==> src/rtl/npc_bpu_pkg.sv <==
// Shared constants and types for the next-PC / branch prediction unit:
// counter states, default reset PC, instruction-type encodings, D-stage resolution record.
package npc_bpu_pkg;

  localparam logic [31:0] BPU_RESET_PC = 32'h0000_3000;

  typedef enum logic [1:0] {
    SNT = 2'b00,
    WNT = 2'b01,
    WT  = 2'b10,
    ST  = 2'b11
  } cnt_e;

  typedef logic [9:0] instr_t;

  localparam instr_t IT_NONE    = 10'b00_0000_0000;
  localparam instr_t IT_BEQ     = 10'b00_0000_0001;
  localparam instr_t IT_BSVEALL = 10'b00_0000_0010;
  localparam instr_t IT_JAL     = 10'b00_0000_0100;
  localparam instr_t IT_JR      = 10'b00_0000_1000;

  typedef struct packed {
    logic        ctl;
    logic        taken;
    logic [31:0] target;
    logic [31:0] resolved;
  } dres_t;

  // Two-bit saturating counter step toward the observed outcome.
  function automatic cnt_e cnt_step(cnt_e c, logic taken);
    cnt_e n;
    n = c;
    case (c)
      SNT:     n = taken ? WNT : SNT;
      WNT:     n = taken ? WT  : SNT;
      WT:      n = taken ? ST  : WNT;
      ST:      n = taken ? ST  : WT;
      default: n = c;
    endcase
    return n;
  endfunction

endpackage

==> src/rtl/npc_bpu_if.sv <==
// Pipeline-facing signals of npc_bpu: F-stage fetch/prediction, D-stage resolution
// inputs and the late-stage redirect.
interface npc_bpu_if;
  logic        F_stall;
  logic [31:0] F_PC;
  logic        F_predTaken;
  logic [31:0] F_predTarget;
  logic        D_valid;
  logic [31:0] D_PC;
  logic [9:0]  D_inStrType;
  logic        D_isBranch;
  logic [25:0] D_imm;
  logic [31:0] D_RD1;
  logic        D_predTaken;
  logic [31:0] D_predTarget;
  logic        X_redirect;
  logic [31:0] X_target;
  logic        D_flush;
  logic [31:0] D_link;

  modport master (
    output F_stall, D_valid, D_PC, D_inStrType, D_isBranch, D_imm, D_RD1,
           D_predTaken, D_predTarget, X_redirect, X_target,
    input  F_PC, F_predTaken, F_predTarget, D_flush, D_link
  );

  modport slave (
    input  F_stall, D_valid, D_PC, D_inStrType, D_isBranch, D_imm, D_RD1,
           D_predTaken, D_predTarget, X_redirect, X_target,
    output F_PC, F_predTaken, F_predTarget, D_flush, D_link
  );
endinterface

==> src/rtl/npc_btb.sv <==
// Direct-mapped branch target buffer: combinational lookup on the fetch PC,
// edge-triggered update from the resolving D-stage instruction.
module npc_btb
  import npc_bpu_pkg::*;
#(
  parameter int ENTRIES = 16
) (
  input  logic        clk,
  input  logic        reset,
  input  logic [31:0] rd_pc_i,
  output logic        pred_taken_o,
  output logic [31:0] pred_tgt_o,
  input  logic        wr_en_i,
  input  logic [31:0] wr_pc_i,
  input  logic        wr_taken_i,
  input  logic [31:0] wr_tgt_i
);

  localparam int IDX  = $clog2(ENTRIES);
  localparam int TAGW = 30 - IDX;

  logic [ENTRIES-1:0]            vld_q;
  logic [ENTRIES-1:0][TAGW-1:0]  tag_q;
  logic [ENTRIES-1:0][31:0]      tgt_q;
  cnt_e                          cnt_q [ENTRIES];

  logic [IDX-1:0]  ridx, widx;
  logic [TAGW-1:0] rtag, wtag;
  logic            rhit, whit;

  assign ridx = rd_pc_i[IDX+1:2];
  assign rtag = rd_pc_i[31:IDX+2];
  assign widx = wr_pc_i[IDX+1:2];
  assign wtag = wr_pc_i[31:IDX+2];

  assign rhit         = vld_q[ridx] && (tag_q[ridx] == rtag);
  assign pred_taken_o = rhit && (cnt_q[ridx] inside {WT, ST});
  assign pred_tgt_o   = tgt_q[ridx];

  assign whit = vld_q[widx] && (tag_q[widx] == wtag);

  logic unused_lsb;
  assign unused_lsb = ^{rd_pc_i[1:0], wr_pc_i[1:0]};

  // Reads see the pre-edge entry; a write lands on the edge.
  always_ff @(posedge clk or posedge reset) begin
    if (reset) begin
      vld_q <= '0;
      tag_q <= '0;
      tgt_q <= '0;
      for (int i = 0; i < ENTRIES; i++) cnt_q[i] <= WNT;
    end else if (wr_en_i) begin
      if (whit) begin
        cnt_q[widx] <= cnt_step(cnt_q[widx], wr_taken_i);
        if (wr_taken_i) tgt_q[widx] <= wr_tgt_i;
      end else if (wr_taken_i) begin
        vld_q[widx] <= 1'b1;
        tag_q[widx] <= wtag;
        tgt_q[widx] <= wr_tgt_i;
        cnt_q[widx] <= WT;
      end
    end
  end

endmodule

==> src/rtl/npc_bpu.sv <==
// Next-PC unit: owns the fetch PC, resolves control flow in D, and either follows
// delay-slot semantics or predicts with a BTB and flushes on a D-stage mispredict.
module npc_bpu
  import npc_bpu_pkg::*;
#(
  parameter logic [31:0] RESET_PC    = BPU_RESET_PC,
  parameter int          BTB_ENTRIES = 16,
  parameter bit          DELAY_SLOT  = 1'b1
) (
  input logic       clk,
  input logic       reset,
  npc_bpu_if.slave  bus
);

  logic [31:0] pc_q, pc_d;
  logic        pred_taken;
  logic [31:0] pred_tgt;
  logic        flush;
  logic        mis;
  logic        btb_we;
  logic        is_br, is_jal, is_jr;
  logic [31:0] d_seq, br_tgt, jal_tgt;
  dres_t       dr;

  assign is_br  = (bus.D_inStrType == IT_BEQ) || (bus.D_inStrType == IT_BSVEALL);
  assign is_jal = (bus.D_inStrType == IT_JAL);
  assign is_jr  = (bus.D_inStrType == IT_JR);

  assign d_seq   = bus.D_PC + 32'd4;
  assign br_tgt  = d_seq + {{14{bus.D_imm[15]}}, bus.D_imm[15:0], 2'b00};
  assign jal_tgt = {bus.D_PC[31:28], bus.D_imm, 2'b00};

  // Bubbles never resolve as taken, so a stale type field in D cannot redirect.
  always_comb begin
    dr          = '0;
    dr.ctl      = bus.D_valid & (is_br | is_jal | is_jr);
    dr.taken    = bus.D_valid & ((is_br & bus.D_isBranch) | is_jal | is_jr);
    dr.target   = is_jr ? bus.D_RD1 : (is_jal ? jal_tgt : br_tgt);
    dr.resolved = dr.taken ? dr.target : d_seq;
  end

  // A non-control instruction that was predicted taken (BTB alias) is also a mispredict.
  assign mis = !DELAY_SLOT &&
               (dr.ctl ? ((bus.D_predTaken != dr.taken) ||
                          (dr.taken && (bus.D_predTarget != dr.target)))
                       : (bus.D_valid && bus.D_predTaken));

  assign btb_we = !DELAY_SLOT && dr.ctl && !bus.F_stall && !bus.X_redirect;

  always_comb begin
    pc_d  = pc_q + 32'd4;
    flush = 1'b0;
    if (bus.X_redirect) begin
      pc_d = bus.X_target;
    end else if (bus.F_stall) begin
      pc_d = pc_q;
    end else if (DELAY_SLOT) begin
      if (dr.taken) pc_d = dr.target;
    end else if (mis) begin
      pc_d  = dr.resolved;
      flush = 1'b1;
    end else if (pred_taken) begin
      pc_d = pred_tgt;
    end
  end

  always_ff @(posedge clk or posedge reset) begin
    if (reset) pc_q <= RESET_PC;
    else       pc_q <= pc_d;
  end

  generate
    if (!DELAY_SLOT) begin : g_btb
      npc_btb #(.ENTRIES(BTB_ENTRIES)) u_btb (
        .clk          (clk),
        .reset        (reset),
        .rd_pc_i      (pc_q),
        .pred_taken_o (pred_taken),
        .pred_tgt_o   (pred_tgt),
        .wr_en_i      (btb_we),
        .wr_pc_i      (bus.D_PC),
        .wr_taken_i   (dr.taken),
        .wr_tgt_i     (dr.target)
      );
    end else begin : g_nobtb
      assign pred_taken = 1'b0;
      assign pred_tgt   = pc_q + 32'd4;
      logic unused_pred;
      assign unused_pred = ^{bus.D_predTaken, bus.D_predTarget, btb_we, dr.resolved};
    end
  endgenerate

  assign bus.F_PC         = pc_q;
  assign bus.F_predTaken  = pred_taken;
  assign bus.F_predTarget = pred_tgt;
  assign bus.D_flush      = flush;
  assign bus.D_link       = bus.D_PC + (DELAY_SLOT ? 32'd8 : 32'd4);

endmodule

==> src/flat_wrapper.sv <==
// flat-port wrapper written by rule: the top's interface ports become plain ports
module npc_bpu_flat import npc_bpu_pkg::*;
#(
  parameter logic [31:0] RESET_PC    = BPU_RESET_PC,
  parameter int          BTB_ENTRIES = 16,
  parameter bit          DELAY_SLOT  = 1'b1
)
  (clk, reset, bus_F_stall, bus_D_valid, bus_D_PC, bus_D_inStrType, bus_D_isBranch, bus_D_imm, bus_D_RD1, bus_D_predTaken, bus_D_predTarget, bus_X_redirect, bus_X_target, bus_F_PC, bus_F_predTaken, bus_F_predTarget, bus_D_flush, bus_D_link);
  npc_bpu_if bus_i ();
  input logic clk;
  input logic reset;
  input wire logic [$bits(bus_i.F_stall)-1:0] bus_F_stall;
  input wire logic [$bits(bus_i.D_valid)-1:0] bus_D_valid;
  input wire logic [$bits(bus_i.D_PC)-1:0] bus_D_PC;
  input wire logic [$bits(bus_i.D_inStrType)-1:0] bus_D_inStrType;
  input wire logic [$bits(bus_i.D_isBranch)-1:0] bus_D_isBranch;
  input wire logic [$bits(bus_i.D_imm)-1:0] bus_D_imm;
  input wire logic [$bits(bus_i.D_RD1)-1:0] bus_D_RD1;
  input wire logic [$bits(bus_i.D_predTaken)-1:0] bus_D_predTaken;
  input wire logic [$bits(bus_i.D_predTarget)-1:0] bus_D_predTarget;
  input wire logic [$bits(bus_i.X_redirect)-1:0] bus_X_redirect;
  input wire logic [$bits(bus_i.X_target)-1:0] bus_X_target;
  output wire logic [$bits(bus_i.F_PC)-1:0] bus_F_PC;
  output wire logic [$bits(bus_i.F_predTaken)-1:0] bus_F_predTaken;
  output wire logic [$bits(bus_i.F_predTarget)-1:0] bus_F_predTarget;
  output wire logic [$bits(bus_i.D_flush)-1:0] bus_D_flush;
  output wire logic [$bits(bus_i.D_link)-1:0] bus_D_link;
  assign bus_i.F_stall = bus_F_stall;
  assign bus_i.D_valid = bus_D_valid;
  assign bus_i.D_PC = bus_D_PC;
  assign bus_i.D_inStrType = bus_D_inStrType;
  assign bus_i.D_isBranch = bus_D_isBranch;
  assign bus_i.D_imm = bus_D_imm;
  assign bus_i.D_RD1 = bus_D_RD1;
  assign bus_i.D_predTaken = bus_D_predTaken;
  assign bus_i.D_predTarget = bus_D_predTarget;
  assign bus_i.X_redirect = bus_X_redirect;
  assign bus_i.X_target = bus_X_target;
  assign bus_F_PC = bus_i.F_PC;
  assign bus_F_predTaken = bus_i.F_predTaken;
  assign bus_F_predTarget = bus_i.F_predTarget;
  assign bus_D_flush = bus_i.D_flush;
  assign bus_D_link = bus_i.D_link;
  npc_bpu #(.RESET_PC(RESET_PC), .BTB_ENTRIES(BTB_ENTRIES), .DELAY_SLOT(DELAY_SLOT)) u_core (.clk(clk), .reset(reset), .bus(bus_i));
endmodule
==> config.mk <==
export PLATFORM = sky130hd
export DESIGN_NAME = npc_bpu_flat
export DESIGN_NICKNAME = d
export VERILOG_FILES = /design/src/rtl/npc_bpu_pkg.sv /design/src/rtl/npc_bpu_if.sv /design/src/rtl/npc_btb.sv /design/src/rtl/npc_bpu.sv /design/src/flat_wrapper.sv
export SDC_FILE = /design/constraint.sdc
export NUM_CORES = 1
export LEC_CHECK = 0
export CORE_MARGIN = 10
export CORE_UTILIZATION = 45
export CTS_CLUSTER_DIAMETER = 40
export DETAILED_ROUTE_END_ITERATION = 7
export PLACE_DENSITY = 0.93
export SLEW_MARGIN = 15
export SYNTH_ARGS = -nofsm -noshare
export SYNTH_HDL_FRONTEND = slang
export SYNTH_SLANG_ARGS = --single-unit
export TNS_END_PERCENT = 50
==> constraint.sdc <==
create_clock -name clk -period 4.9 [get_ports clk]
set_input_delay 0.98 -clock clk [delete_from_list [all_inputs] [get_ports clk]]
set_output_delay 0.98 -clock clk [all_outputs]
set_load 0.02 [all_outputs]
---- Word level (Yosys, flattened, before mapping) ----
Cells that the tools add are included.
word-level totals
  register bits ........................... 32
  output and inout bits ................... 98
  logic and storage cells ................. 20
cells by class
  multiplexer cells ....................... 5
  add/subtract/negate cells ............... 4
  equal/unequal tests ..................... 5
  reduce and logical (&&, ||, !) cells .... 1
  bitwise operators ....................... 4
operators by type and width
  cell                                                                      count
  32-bit 2-to-1 mux                                                         5
  32-bit by 3-bit adder with 32-bit output (second input constant)          2
  32-bit adder                                                              1
  32-bit by 4-bit adder with 32-bit output (second input constant)          1
  10-bit by 1-bit equality test with 1-bit output (second input constant)   1
  10-bit by 2-bit equality test with 1-bit output (second input constant)   1
  10-bit by 3-bit equality test with 1-bit output (second input constant)   1
  10-bit by 4-bit equality test with 1-bit output (second input constant)   1
  1-bit AND                                                                 2
  2-bit by 1-bit inequality test with 1-bit output (second input constant)  1
  1-bit OR                                                                  2
  1-bit logical OR                                                          1

---- Longest topological paths before layout ----
Gate-level depths: netlist of the first run.
  depth in word-level cells ............... 9
  mapped depth ............................ 13
  gate-level depth less buffers ........... 13

---- Worst setup path before layout of the first run ----
Ideal clock, no wire load.
  path type ............................... input port to flip-flop
  start ................................... in bus_D_imm[1]
  end ..................................... reg u_core.pc_q[27], in the netlist u_core.bus.F_PC[27]
  setup time .............................. 0.124 ns
  slack ................................... 1.207 ns
  arrival ................................. 3.569 ns
  stages on the path ...................... 11
  required time ........................... 4.776 ns
  cells stage by stage .................... ha_1 -> ha_1 -> fa_1 -> a211o_1 -> a21oi_2 -> o221a_2 -> nor3_1 -> or4b_4 -> a31oi_4 -> mux2i_1 -> a211o_1
between the ends
  word-level cells in the longest chain between the ends .. 6
ends and longest elaborated chain
  item                            line                text
  from (decl)                     flat_wrapper.sv:17  input wire logic [$bits(bus_i.D_imm)-1:0] bus_D_imm;
  32-bit adder                    npc_bpu.sv:30       assign br_tgt = d_seq + {{14{bus.D_imm[15]}}, bus.D_imm[15:0], 2'b00};
  32-bit 2-to-1 mux (2 in a row)  npc_bpu.sv:38       dr.target = is_jr ? bus.D_RD1 : (is_jal ? jal_tgt : br_tgt);
  32-bit 2-to-1 mux               npc_bpu.sv:58       if (dr.taken) pc_d = dr.target;
  32-bit 2-to-1 mux               npc_bpu.sv:55       end else if (bus.F_stall) begin
  32-bit 2-to-1 mux               npc_bpu.sv:53       if (bus.X_redirect) begin
  to (signal assigned)            npc_bpu.sv:69       else pc_q <= pc_d;
  to (decl)                       npc_bpu.sv:15       logic [31:0] pc_q, pc_d;
No other way between the ends. The select of a mux whose other input is x is not followed.
A chain may end at the register's enable or synchronous reset.

---- Worst setup path in the final report of the first run ----
  start ................................... in bus_D_PC[3]
  end ..................................... out bus_D_link[31]
between the ends
  word-level cells in the longest chain between the ends .. 1
ends and longest elaborated chain
  item                                      line                text
  from (decl)                               flat_wrapper.sv:14  input wire logic [$bits(bus_i.D_PC)-1:0] bus_D_PC;
  32-bit by 4-bit adder with 32-bit output  npc_bpu.sv:97       assign bus.D_link = bus.D_PC + (DELAY_SLOT ? 32'd8 : 32'd4);
  to (decl)                                 flat_wrapper.sv:27  output wire logic [$bits(bus_i.D_link)-1:0] bus_D_link;
No other way between the ends.

==> results.toml, run 1 <==
[grt]
grt_max_degree = 41
grt_pass1_vias = 6401
gr-usage-met3_pct = 5.71
top_usage_layer = "met2"
met2_usage_pct = 41.3
grt_use_total_pct = 24.9
antenna_found_initial = 3
grt_util_met1_pct = 31.9
grt_overflow = 0
grt_pass1_wl_um = 34100

[sta]
period_needed_ns = 4.70
hold_viol_final = 0
fin_skew_ns = 0.00493
fmax_ghz = 0.213
finalCritPeriodShare_pct = 96.0
setup_tns_ns = 0
drv_slew = 0
setup_viol = 0
maxSlewHeadroom_pct = 49.5
rsz0062_at_grt = "no"
tightest_slew_ns = 0.755

[detailed_routing]
dr_total_vias = 6517
ant_nets = 0
firstDrtPassIters = 7
routedWlPerCell_um = 20.3
routed_wl_um = 21800
viasPerCell = 6.06
route.detailed.drc = 0
drt_iter0_drc = 739

[power_and_ir_drop]
intPower_uw = 927
irDropWorstVdd_mv = 0.237
power_density_mw_per_mm2 = 196
p_clk_share_pct = 20.4
power_frac_comb_pct = 57.8
power.switching_uw = 617
swShare_pct = 40.0
pwr-share-seq_pct = 21.8
leakagePower_nw = 3.26

[finish]
largest_reg_flops = 32
drive_gt1_share_pct = 4.50
syn2layout_area_growth_pct = 49.2
regArea_um2 = 803
fillers = 954
finalInstanceArea_mm2 = 0.00789
nets = 1163
antenna_cells = 0
multiInputGateArea_mm2 = 0.00423

[worst_setup_path]
critPathBufInv = 3
crit_arrival_ns = 3.72
critPathTopFamily = "buffers and inverters"
worstRegToRegCells = 8
critPathKind = "in2out"
r2r-start = "u_core.bus.F_PC[12]$_DFFE_PP1P_"
crit_required_ns = 3.92
critical_path_cell_count = 10
cp_max_fo = 5
worstSetupStartpointType = "input port"
end_kind = "output port"
critPathCapture = "bus_D_link[31]"
reg2reg_slack_ns = 2.28
crit_chain = "clkdlybuf4s50_1 -> ha_1 -> inv_1 -> nor2_2 -> and3_1 -> and4_1 -> and4_1 -> nand4_1 -> xnor2_1 -> clkdlybuf4s50_1"
reg2reg_to = "u_core.bus.F_PC[29]$_DFFE_PP0P_"
slowest_stage = "clkdlybuf4s50_1"
critPathLaunch = "bus_D_PC[3]"
critical-path-max-stage-delay_ns = 0.62

[synthesis]
ys_warn_count = 0
yosysSeqAreaShare_pct = 15.2
syn_area_mm2 = 0.00529
ys.flop_type = "dfrtp_1"
synth_seq_cells = 32
synth_cell_types = 69
ys_async_sr_fraction_pct = 100
netlist_instances = 716
synth_edf_count = 0
syn-mean-instance-area_um2 = 7.38

[die]
die_area_mm2 = 0.0165
io_pins = 269
num_rows = 39
core_area_mm2 = 0.0115
die_y_um = 128
die_x_um = 128
start_util_pct = 46.1

[cts]
numCtsBuffers = 5
ctsResizeCount = 0
clkLatencyLatePin_ns = 0.27
cts_tree = "yes"
htree_levels = 2
holdBufCountCts = 0
post_cts_buffers = 0
clock_path_buffers = 2
clk_pin_slew_ns = 0.05
clock-root-buffer = "clkbuf_16"
clock-sinks = 32

[placed_design]
place_congestion = 0.933
io_buffers = 233
hpwl_um = 17800
dpl_cell_area_mm2 = 0.00774

[worst_hold_path]
min_path_type = "reg2reg"

[flow_run]
cap_violations = 0

[outcome]
status = "finished clean"
==> per-stage QoR <==
| stage | utilization (%) | instances | total power, mW | hold slack (ns) | setup WS, ns |
|---|---|---|---|---|---|
| global placement | 67.5 | 1068 | 1.20 | 0.614 | 0.172 |
| detailed placement | 67.5 | 1068 | 1.22 | 0.639 | 0.0957 |
| floorplan | - | 717 | 0.822 | 0.696 | 1.21 |
| finish | 68.8 | 1076 | 1.54 | 0.646 | 0.198 |
| CTS | 68.8 | 1076 | 1.54 | 0.647 | 0.0915 |
| global route | 68.8 | 1076 | 1.63 | 0.683 | 0.0250 |
==> cell type report <==
class / instances / area share [%]
Timing Repair Buffer: 249 / 31.1
Tap cell: 143 / 2.27
Sequential cell: 32 / 10.2
Multi-Input combinational cell: 623 / 53.6
Inverter: 21 / 0.999
Clock inverter: 2 / 0.127
Clock buffer: 6 / 1.76
==> cell families (layout without fill, tap and decap cells) <==
| kind of cell | count (synthesis) | count (layout) | synth area share [%] |
|---|---|---|---|
| compound gates | 219 | 219 | 27.1 |
| xor+xnor | 76 | 76 | 12.6 |
| fa+ha+maj | 60 | 60 | 14.3 |
| buf+inv | 62 | 278 | 4.99 |
| flops | 32 | 32 | 15.2 |
| mux | 7 | 7 | 1.35 |
| other cells | 1 | 2 | 0.0709 |
| simple gates | 259 | 259 | 24.4 |
==> layout by cell type (no fill, tap or decap), types with 18 or more instances in the layout <==
master / n
xnor2_1: 58
ha_1: 59
nand2_1: 79
o21ai_0: 52
xor2_1: 18
nand3_1: 32
a21oi_1: 54
nor2_1: 50
and3_1: 18
inv_1: 21
dfrtp_1: 30
clkdlybuf4s50_1: 233
==> Yosys cell counts, types with 16 or more instances <==
cell type | n | area (µm²)
a21o_1 | 16 | 120
a21oi_1 | 54 | 270
and3_1 | 18 | 113
clkbuf_1 | 28 | 105
dfrtp_1 | 30 | 751
ha_1 | 59 | 738
inv_1 | 21 | 78.8
nand2_1 | 79 | 297
nand3_1 | 32 | 160
nand4_1 | 16 | 100
nor2_1 | 51 | 191
o21ai_0 | 52 | 260
xnor2_1 | 58 | 508
xor2_1 | 18 | 158
==> layer usage <==
| metal | routed length (µm) | share of wire (%) |
|---|---|---|
| met1 | 8680 | 40 |
| met3 | 2490 | 11 |
| met2 | 10200 | 47 |
| met4 | 493 | 2.3 |
| met5 | 13 | 0.059 |
==> how the worst min path moves through the flow <==
stage                              startpoint                             end  slack, ns  cells after the start
2_1_floorplan  u_core.bus.F_PC[8]$_DFFE_PP0P_  u_core.bus.F_PC[8]$_DFFE_PP0P_       0.70                      2
3_3_place_gp   u_core.bus.F_PC[0]$_DFFE_PP0P_  u_core.bus.F_PC[0]$_DFFE_PP0P_       0.61                      2
3_5_place_dp   u_core.bus.F_PC[1]$_DFFE_PP0P_  u_core.bus.F_PC[1]$_DFFE_PP0P_       0.64                      2
4_1_cts        u_core.bus.F_PC[1]$_DFFE_PP0P_  u_core.bus.F_PC[1]$_DFFE_PP0P_       0.65                      2
5_1_grt        u_core.bus.F_PC[8]$_DFFE_PP0P_  u_core.bus.F_PC[8]$_DFFE_PP0P_       0.68                      2
6_report       u_core.bus.F_PC[1]$_DFFE_PP0P_  u_core.bus.F_PC[1]$_DFFE_PP0P_       0.65                      2
==> power by group through the flow <==
stage	combinational, mW	clock, mW	sequential (mW)
2_1_floorplan	0.460	0	0.362
3_3_place_gp	0.865	0	0.337
3_5_place_dp	0.878	0	0.339
4_1_cts	0.885	0.318	0.335
5_1_grt	0.963	0.329	0.340
6_report	0.892	0.316	0.337
==> tightest hold or removal path, cell delays in order (launching register included) <==
cell	delay, ns
dfrtp_1	0.36
o21ai_0	0.10
o21ai_0	0.14
No activity file was read; power rests on OpenSTA's default activity.
==> run 2, diff against run 1 <==
--- a/config.mk
+++ b/config.mk
@@ -5,11 +5,12 @@
 export SDC_FILE = /design/constraint.sdc
 export NUM_CORES = 1
 export LEC_CHECK = 0
+export ABC_AREA = 1
 export CORE_MARGIN = 10
-export CORE_UTILIZATION = 45
+export CORE_UTILIZATION = 49
 export CTS_CLUSTER_DIAMETER = 40
 export DETAILED_ROUTE_END_ITERATION = 7
-export PLACE_DENSITY = 0.93
+export PLACE_DENSITY = 0.94
 export SLEW_MARGIN = 15
 export SYNTH_ARGS = -nofsm -noshare
 export SYNTH_HDL_FRONTEND = slang
==> run 2 against run 1 <==
Against the previous run:
- synthesized area increased by 25%
- sequential cell count stayed put
- die area is 12% higher
- power increased by 10%
- wire length increased by 17%
- critical endpoint unchanged
==> results.toml, run 2 <==
[placed_design]
dp.cells = 1557
place_congestion = 1.04
hpwl_um = 21100
pre_cts_slack_ns = 0.143
io_buffers = 233

[synthesis]
synth_top_family_by_area = "simple AND/OR/NAND/NOR gates"
synth_area_leaders = "nand2_1 24%, dfrtp_1 11%, ha_1 11%, inv_1 9.6%, nor2_1 6.6%"
synth_compound_area_share_pct = 9.57
yosys-top-cells-count = "427 x nand2_1, 170 x inv_1, 117 x nor2_1, 73 x nand3_1, 59 x ha_1"
yosys.area_share.simple_pct = 45.9
ys.flop_type = "dfrtp_1"
synth_mux_area_share_pct = 0
netlist_instances = 1176
yosys.area_share.xor_xnor_pct = 7.95
ys_warn_count = 0
ys_async_sr_fraction_pct = 100
synth_edf_count = 0
syn_area_mm2 = 0.00661
syn-mean-instance-area_um2 = 5.62
yosysSeqAreaShare_pct = 12.1
synth_area_leader_cell = "nand2_1"
synth_most_common_cell = "nand2_1"
synth-adder-area-share_pct = 11.5
synth_cell_types = 42
synth_seq_cells = 32
synth.top_cell.area_share_pct = 24.2

[worst_setup_path]
worstSetupStartpointType = "input port"
critPathKind = "in2out"
critPathBufInv = 3
critPathTopFamily = "buffers and inverters"
critical-path-max-stage-delay_ns = 0.62
crit_arrival_ns = 3.74
crit_required_ns = 3.92
slowest_stage = "clkdlybuf4s50_1"
crit_chain = "clkdlybuf4s50_1 -> ha_1 -> nand3_2 -> nor3b_2 -> nand2_2 -> inv_2 -> nand3_2 -> nor2_4 -> nand4_2 -> nor2_1 -> xor2_1 -> clkdlybuf4s50_1"
cp_max_fo = 4
end_kind = "output port"

[detailed_routing]
routed_wl_um = 25500
drt_iter0_drc = 624
ant_nets = 0
route.detailed.drc = 0
routedWlPerCell_um = 16.3
viasPerCell = 5.26
firstDrtPassIters = 6
dr_total_vias = 8241

[sta]
worst_slack_ns = 0.182
setup_tns_ns = 0
hold_viol_final = 0
holdWs_ns = 0.514
period_needed_ns = 4.72
setup_viol = 0
finalCritPeriodShare_pct = 96.3
drv_slew = 0
rsz0062_at_grt = "no"
tightest_slew_ns = 0.873
maxSlewHeadroom_pct = 41.8
fmax_ghz = 0.212
fin_skew_ns = 0.00252

[grt]
antenna_found_initial = 3
grt_overflow = 0
grt_use_total_pct = 26.3
grt_pass1_wl_um = 39800
grt_max_degree = 49
grt_pass1_vias = 7953

[outcome]
status = "finished clean"

[finish]
nets = 1619
drive_gt1_share_pct = 4.03
fin_cells = 1566
largest_reg_flops = 32
final_common_cell = "nand2_1"
syn2layout_area_growth_pct = 38.4
mostFrequentLayoutCells = "427 x nand2_1, 233 x clkdlybuf4s50_1, 170 x inv_1"

[die]
io_pins = 269
start_util_pct = 49.9
die_area_mm2 = 0.0185
die_y_um = 136
num_rows = 42
core_area_mm2 = 0.0132
die_x_um = 136

[worst_hold_path]
min_path_type = "reg2reg"

[cts]
clk_pin_slew_ns = 0.05
clock-root-buffer = "clkbuf_16"
clock-sinks = 32
cts_tree = "yes"
htree_levels = 2
clkLatencyLatePin_ns = 0.28
numCtsBuffers = 5
clock_path_buffers = 2
ctsResizeCount = 0
post_cts_buffers = 0
holdBufCountCts = 0

[flow_run]
cap_violations = 0

[power_and_ir_drop]
leakagePower_nw = 4.70
irDropWorstVdd_mv = 0.201
power_density_mw_per_mm2 = 186
[run 2: cell count changes in the layout (fill, tap and decap cells not counted), sizes merged, moves of 13 or more]
cell	change
xnor2	-39
o22ai	-14
and3	-18
nor2	+75
inv	+153
nand3	+47
a21o	-13
xor2	+23
or3	-13
nand2	+354
[run 2: cells by family after synthesis]
group,Yosys count
other,1
buffers and inverters,209
XOR/XNOR,60
AND/OR/NAND/NOR,698
adder cells (fa/ha/maj),60
flip-flops,32
AO/OA/AOI/OAI,116
[run 2: worst paths after layout]
kind / to / slack [ns] / cells past startpoint / from
max: bus_D_link[31] / 0.18 / 12 / bus_D_PC[3]
min: u_core.bus.F_PC[13]$_DFFE_PP1P_ / 0.51 / 2 / u_core.bus.F_PC[13]$_DFFE_PP1P_
max reg2reg: u_core.bus.F_PC[20]$_DFFE_PP0P_ / 2.77 / 10 / u_core.bus.F_PC[2]$_DFFE_PP0P_
min reg2reg: u_core.bus.F_PC[13]$_DFFE_PP1P_ / 0.51 / 2 / u_core.bus.F_PC[13]$_DFFE_PP1P_
max in group asynchronous: u_core.bus.F_PC[13]$_DFFE_PP1P_ / 3.42 / 3 / reset
min in group asynchronous: u_core.bus.F_PC[8]$_DFFE_PP0P_ / 1.14 / 3 / reset
[run 2: layer usage]
metal	up-vias	wire length, µm	global-route usage (%)
li1	4111	-	-
met1	3676	10300	30.8
met2	389	11900	45.2
met3	65	2340	6.49
met4	0	963	10.1
met5	-	0	0
[run 2: where the power goes]
group          internal, mW  total, mW  leakage (nW)  switching [mW]
logic                 0.451       1.04          4.26           0.591
registers             0.299      0.356         0.375          0.0570
clock network         0.185      0.301        0.0667           0.117
total                 0.935       1.70          4.70           0.765
[run 2: final cells by class]
cell class	instances	area (µm²)
repair buffers	239	2380
flip-flops and latches	32	803
multi-input cells	936	4960
well taps	176	220
inverters	174	653
clock buffers	6	129
clock inverters	1	5.00
diodes	2	5.00
fillers	1231	4090
[run 2: worst reg2reg max path: cells and delay by family, from the launching register on]
kind | cells | cell delay, ns
XOR/XNOR | 1 | 0.22
AO/OA/AOI/OAI | 1 | 0.09
AND/OR/NAND/NOR | 7 | 0.98
adder cells (fa/ha/maj) | 1 | 0.28
flip-flops | 1 | 0.50
[run 2: stage by stage]
stage | instance area (µm²) | total power [mW] | utilization [%]
after floorplan | 6620 | 0.937 | -
after global placement | 9010 | 1.37 | 68.1
after detailed placement | 9010 | 1.39 | 68.1
after CTS | 9150 | 1.69 | 69.1
after global routing | 9150 | 1.82 | 69.1
final | 9150 | 1.70 | 69.1
==> run 3, diff against run 2 <==
--- a/config.mk
+++ b/config.mk
@@ -10,6 +10,7 @@
 export CORE_UTILIZATION = 49
 export CTS_CLUSTER_DIAMETER = 40
 export DETAILED_ROUTE_END_ITERATION = 7
+export GPL_TIMING_DRIVEN = 0
 export PLACE_DENSITY = 0.94
 export SLEW_MARGIN = 15
 export SYNTH_ARGS = -nofsm -noshare
==> run 3 against run 2 <==
Against the previous run:
- design area rose by 1.9%
- clock power rose by 15%
- clock skew rose by 0.0016 ns
- maximum frequency rose by 0.27%
- wire length rose by 8.3%
- worst setup slack improved by 0.013 ns
- global-route usage rose by 2.6 points
- sequential cell count did not move
- largest power group unchanged
- die area did not move
==> results.toml, run 3 (synthesized netlist as in run 2, its figures left out) <==
[grt]
antenna_found_initial = 0
grt_max_degree = 33
grt_overflow = 0
grt_pass1_wl_um = 42900
grt_pass1_vias = 8165
grt_use_total_pct = 28.9

[finish]
syn2layout_area_growth_pct = 41.0
final_common_cell = "nand2_1"
fin_cells = 1593
fillers = 1219
finalInstanceArea_mm2 = 0.00932
nets = 1647
mostFrequentLayoutCells = "427 x nand2_1, 232 x clkdlybuf4s50_1, 169 x inv_1"
drive_gt1_share_pct = 4.94
antenna_cells = 0
largest_reg_flops = 32

[worst_setup_path]
critical-path-max-stage-delay_ns = 0.62
crit_required_ns = 3.92
cp_max_fo = 4
end_kind = "output port"
worstSetupStartpointType = "input port"
critPathTopFamily = "buffers and inverters"
critPathBufInv = 3
critPathKind = "in2out"
slowest_stage = "clkdlybuf4s50_1"
crit_arrival_ns = 3.73
crit_chain = "clkdlybuf4s50_1 -> ha_1 -> nand3_2 -> nor3b_4 -> nand2_2 -> inv_2 -> nand3_2 -> nor2_4 -> nand4_2 -> nor2_1 -> xor2_1 -> clkdlybuf4s50_1"

[power_and_ir_drop]
leakagePower_nw = 4.79
irDropWorstVdd_mv = 0.153
power_density_mw_per_mm2 = 189

[die]
num_rows = 42
die_area_mm2 = 0.0185
io_pins = 269
die_x_um = 136
core_area_mm2 = 0.0132
start_util_pct = 49.9
die_y_um = 136

[sta]
maxSlewHeadroom_pct = 20.7
setup_tns_ns = 0
period_needed_ns = 4.71
finalCritPeriodShare_pct = 96.0
drv_slew = 0
fin_skew_ns = 0.00414
setup_viol = 0
fmax_ghz = 0.213
hold_viol_final = 0
rsz0062_at_grt = "no"
tightest_slew_ns = 1.19

[placed_design]
dp.cells = 1585
hpwl_um = 23100
dpl_cell_area_mm2 = 0.00916
place_congestion = 0.998
io_buffers = 232

[cts]
clock-root-buffer = "clkbuf_16"
clkLatencyLatePin_ns = 0.29
htree_levels = 2
clk_pin_slew_ns = 0.05
clock_path_buffers = 2
post_cts_buffers = 0
cts_tree = "yes"
numCtsBuffers = 5
clock-sinks = 32

[detailed_routing]
drt_iter0_drc = 819
routedWlPerCell_um = 17.3
route.detailed.drc = 0
ant_nets = 0
firstDrtPassIters = 5
dr_total_vias = 8453
routed_wl_um = 27600
viasPerCell = 5.31

[worst_hold_path]
min_path_type = "reg2reg"

[outcome]
status = "finished clean"

[flow_run]
cap_violations = 0
[run 3: cell types whose count changed in the layout (fill, tap and decap cells not counted), sizes merged]
| cell | previous run | this run |
|---|---|---|
| clkinv | 1 | 0 |
| buf | 6 | 21 |
| diode | 2 | 0 |
| clkbuf | 6 | 22 |
| clkdlybuf4s50 | 233 | 232 |
[run 3: power by group]
part	switching (mW)	leakage [nW]	internal (mW)
Clock	0.129	0.0772	0.217
Sequential	0.0562	0.375	0.299
Combinational	0.605	4.34	0.458
Total	0.790	4.79	0.974
[run 3: worst paths after layout]
path                                                  from                              end  slack [ns]  depth (start not counted)
max                                            bus_D_PC[3]                   bus_D_link[31]        0.19                         12
min                        u_core.bus.F_PC[12]$_DFFE_PP1P_  u_core.bus.F_PC[12]$_DFFE_PP1P_        0.51                          2
max reg2reg                 u_core.bus.F_PC[2]$_DFFE_PP0P_  u_core.bus.F_PC[18]$_DFFE_PP0P_        2.51                          9
min reg2reg                u_core.bus.F_PC[12]$_DFFE_PP1P_  u_core.bus.F_PC[12]$_DFFE_PP1P_        0.51                          2
max in group asynchronous                            reset  u_core.bus.F_PC[15]$_DFFE_PP0P_        3.23                          2
min in group asynchronous                            reset   u_core.bus.F_PC[6]$_DFFE_PP0P_        1.16                          2
[run 3: worst reg2reg max path, stage by stage (launching register included)]
cell and delay [ns]:
dfrtp_1 0.50, ha_1 0.29, nand3_2 0.23, nor3_4 0.33, nand2_2 0.15, nor2_2 0.13, xor2_1 0.32, a21oi_1 0.12
a21o_1 0.19, nand2_1 0.06
[run 3: final cells by class]
type                            instances  area, µm²  share of cell area [%]
Timing Repair Buffer                  232       2320                    24.9
Tap cell                              176        220                    2.36
Inverter                              174        653                    7.01
Multi-Input combinational cell        936       4960                    53.3
Buffer                                 35        201                    2.16
Clock buffer                            8        156                    1.68
Sequential cell                        32        803                    8.62
[run 3: repair_timing]
item,in CTS,in global routing
gates resized for setup,0,1
endpoints found under the setup margin,0,1
hold buffers,0,0
[run 3: layer usage]
layer,up-vias,share of wire [%],track usage [%]
met4,0,2.6,8.28
li1,4179,-,-
met2,432,46,47.6
met3,56,11,6.90
met1,3786,41,36.7
met5,-,0,0
[run 3: through the flow]
stage	util [%]	power [mW]	hold WS, ns	setup slack [ns]
6_report	70.4	1.76	0.511	0.195
4_1_cts	70.3	1.75	0.514	0.144
2_1_floorplan	-	0.937	0.525	1.45
3_5_place_dp	69.2	1.41	0.507	0.145
3_3_place_gp	69.2	1.39	0.499	0.210
5_1_grt	70.4	1.88	0.540	0.0317
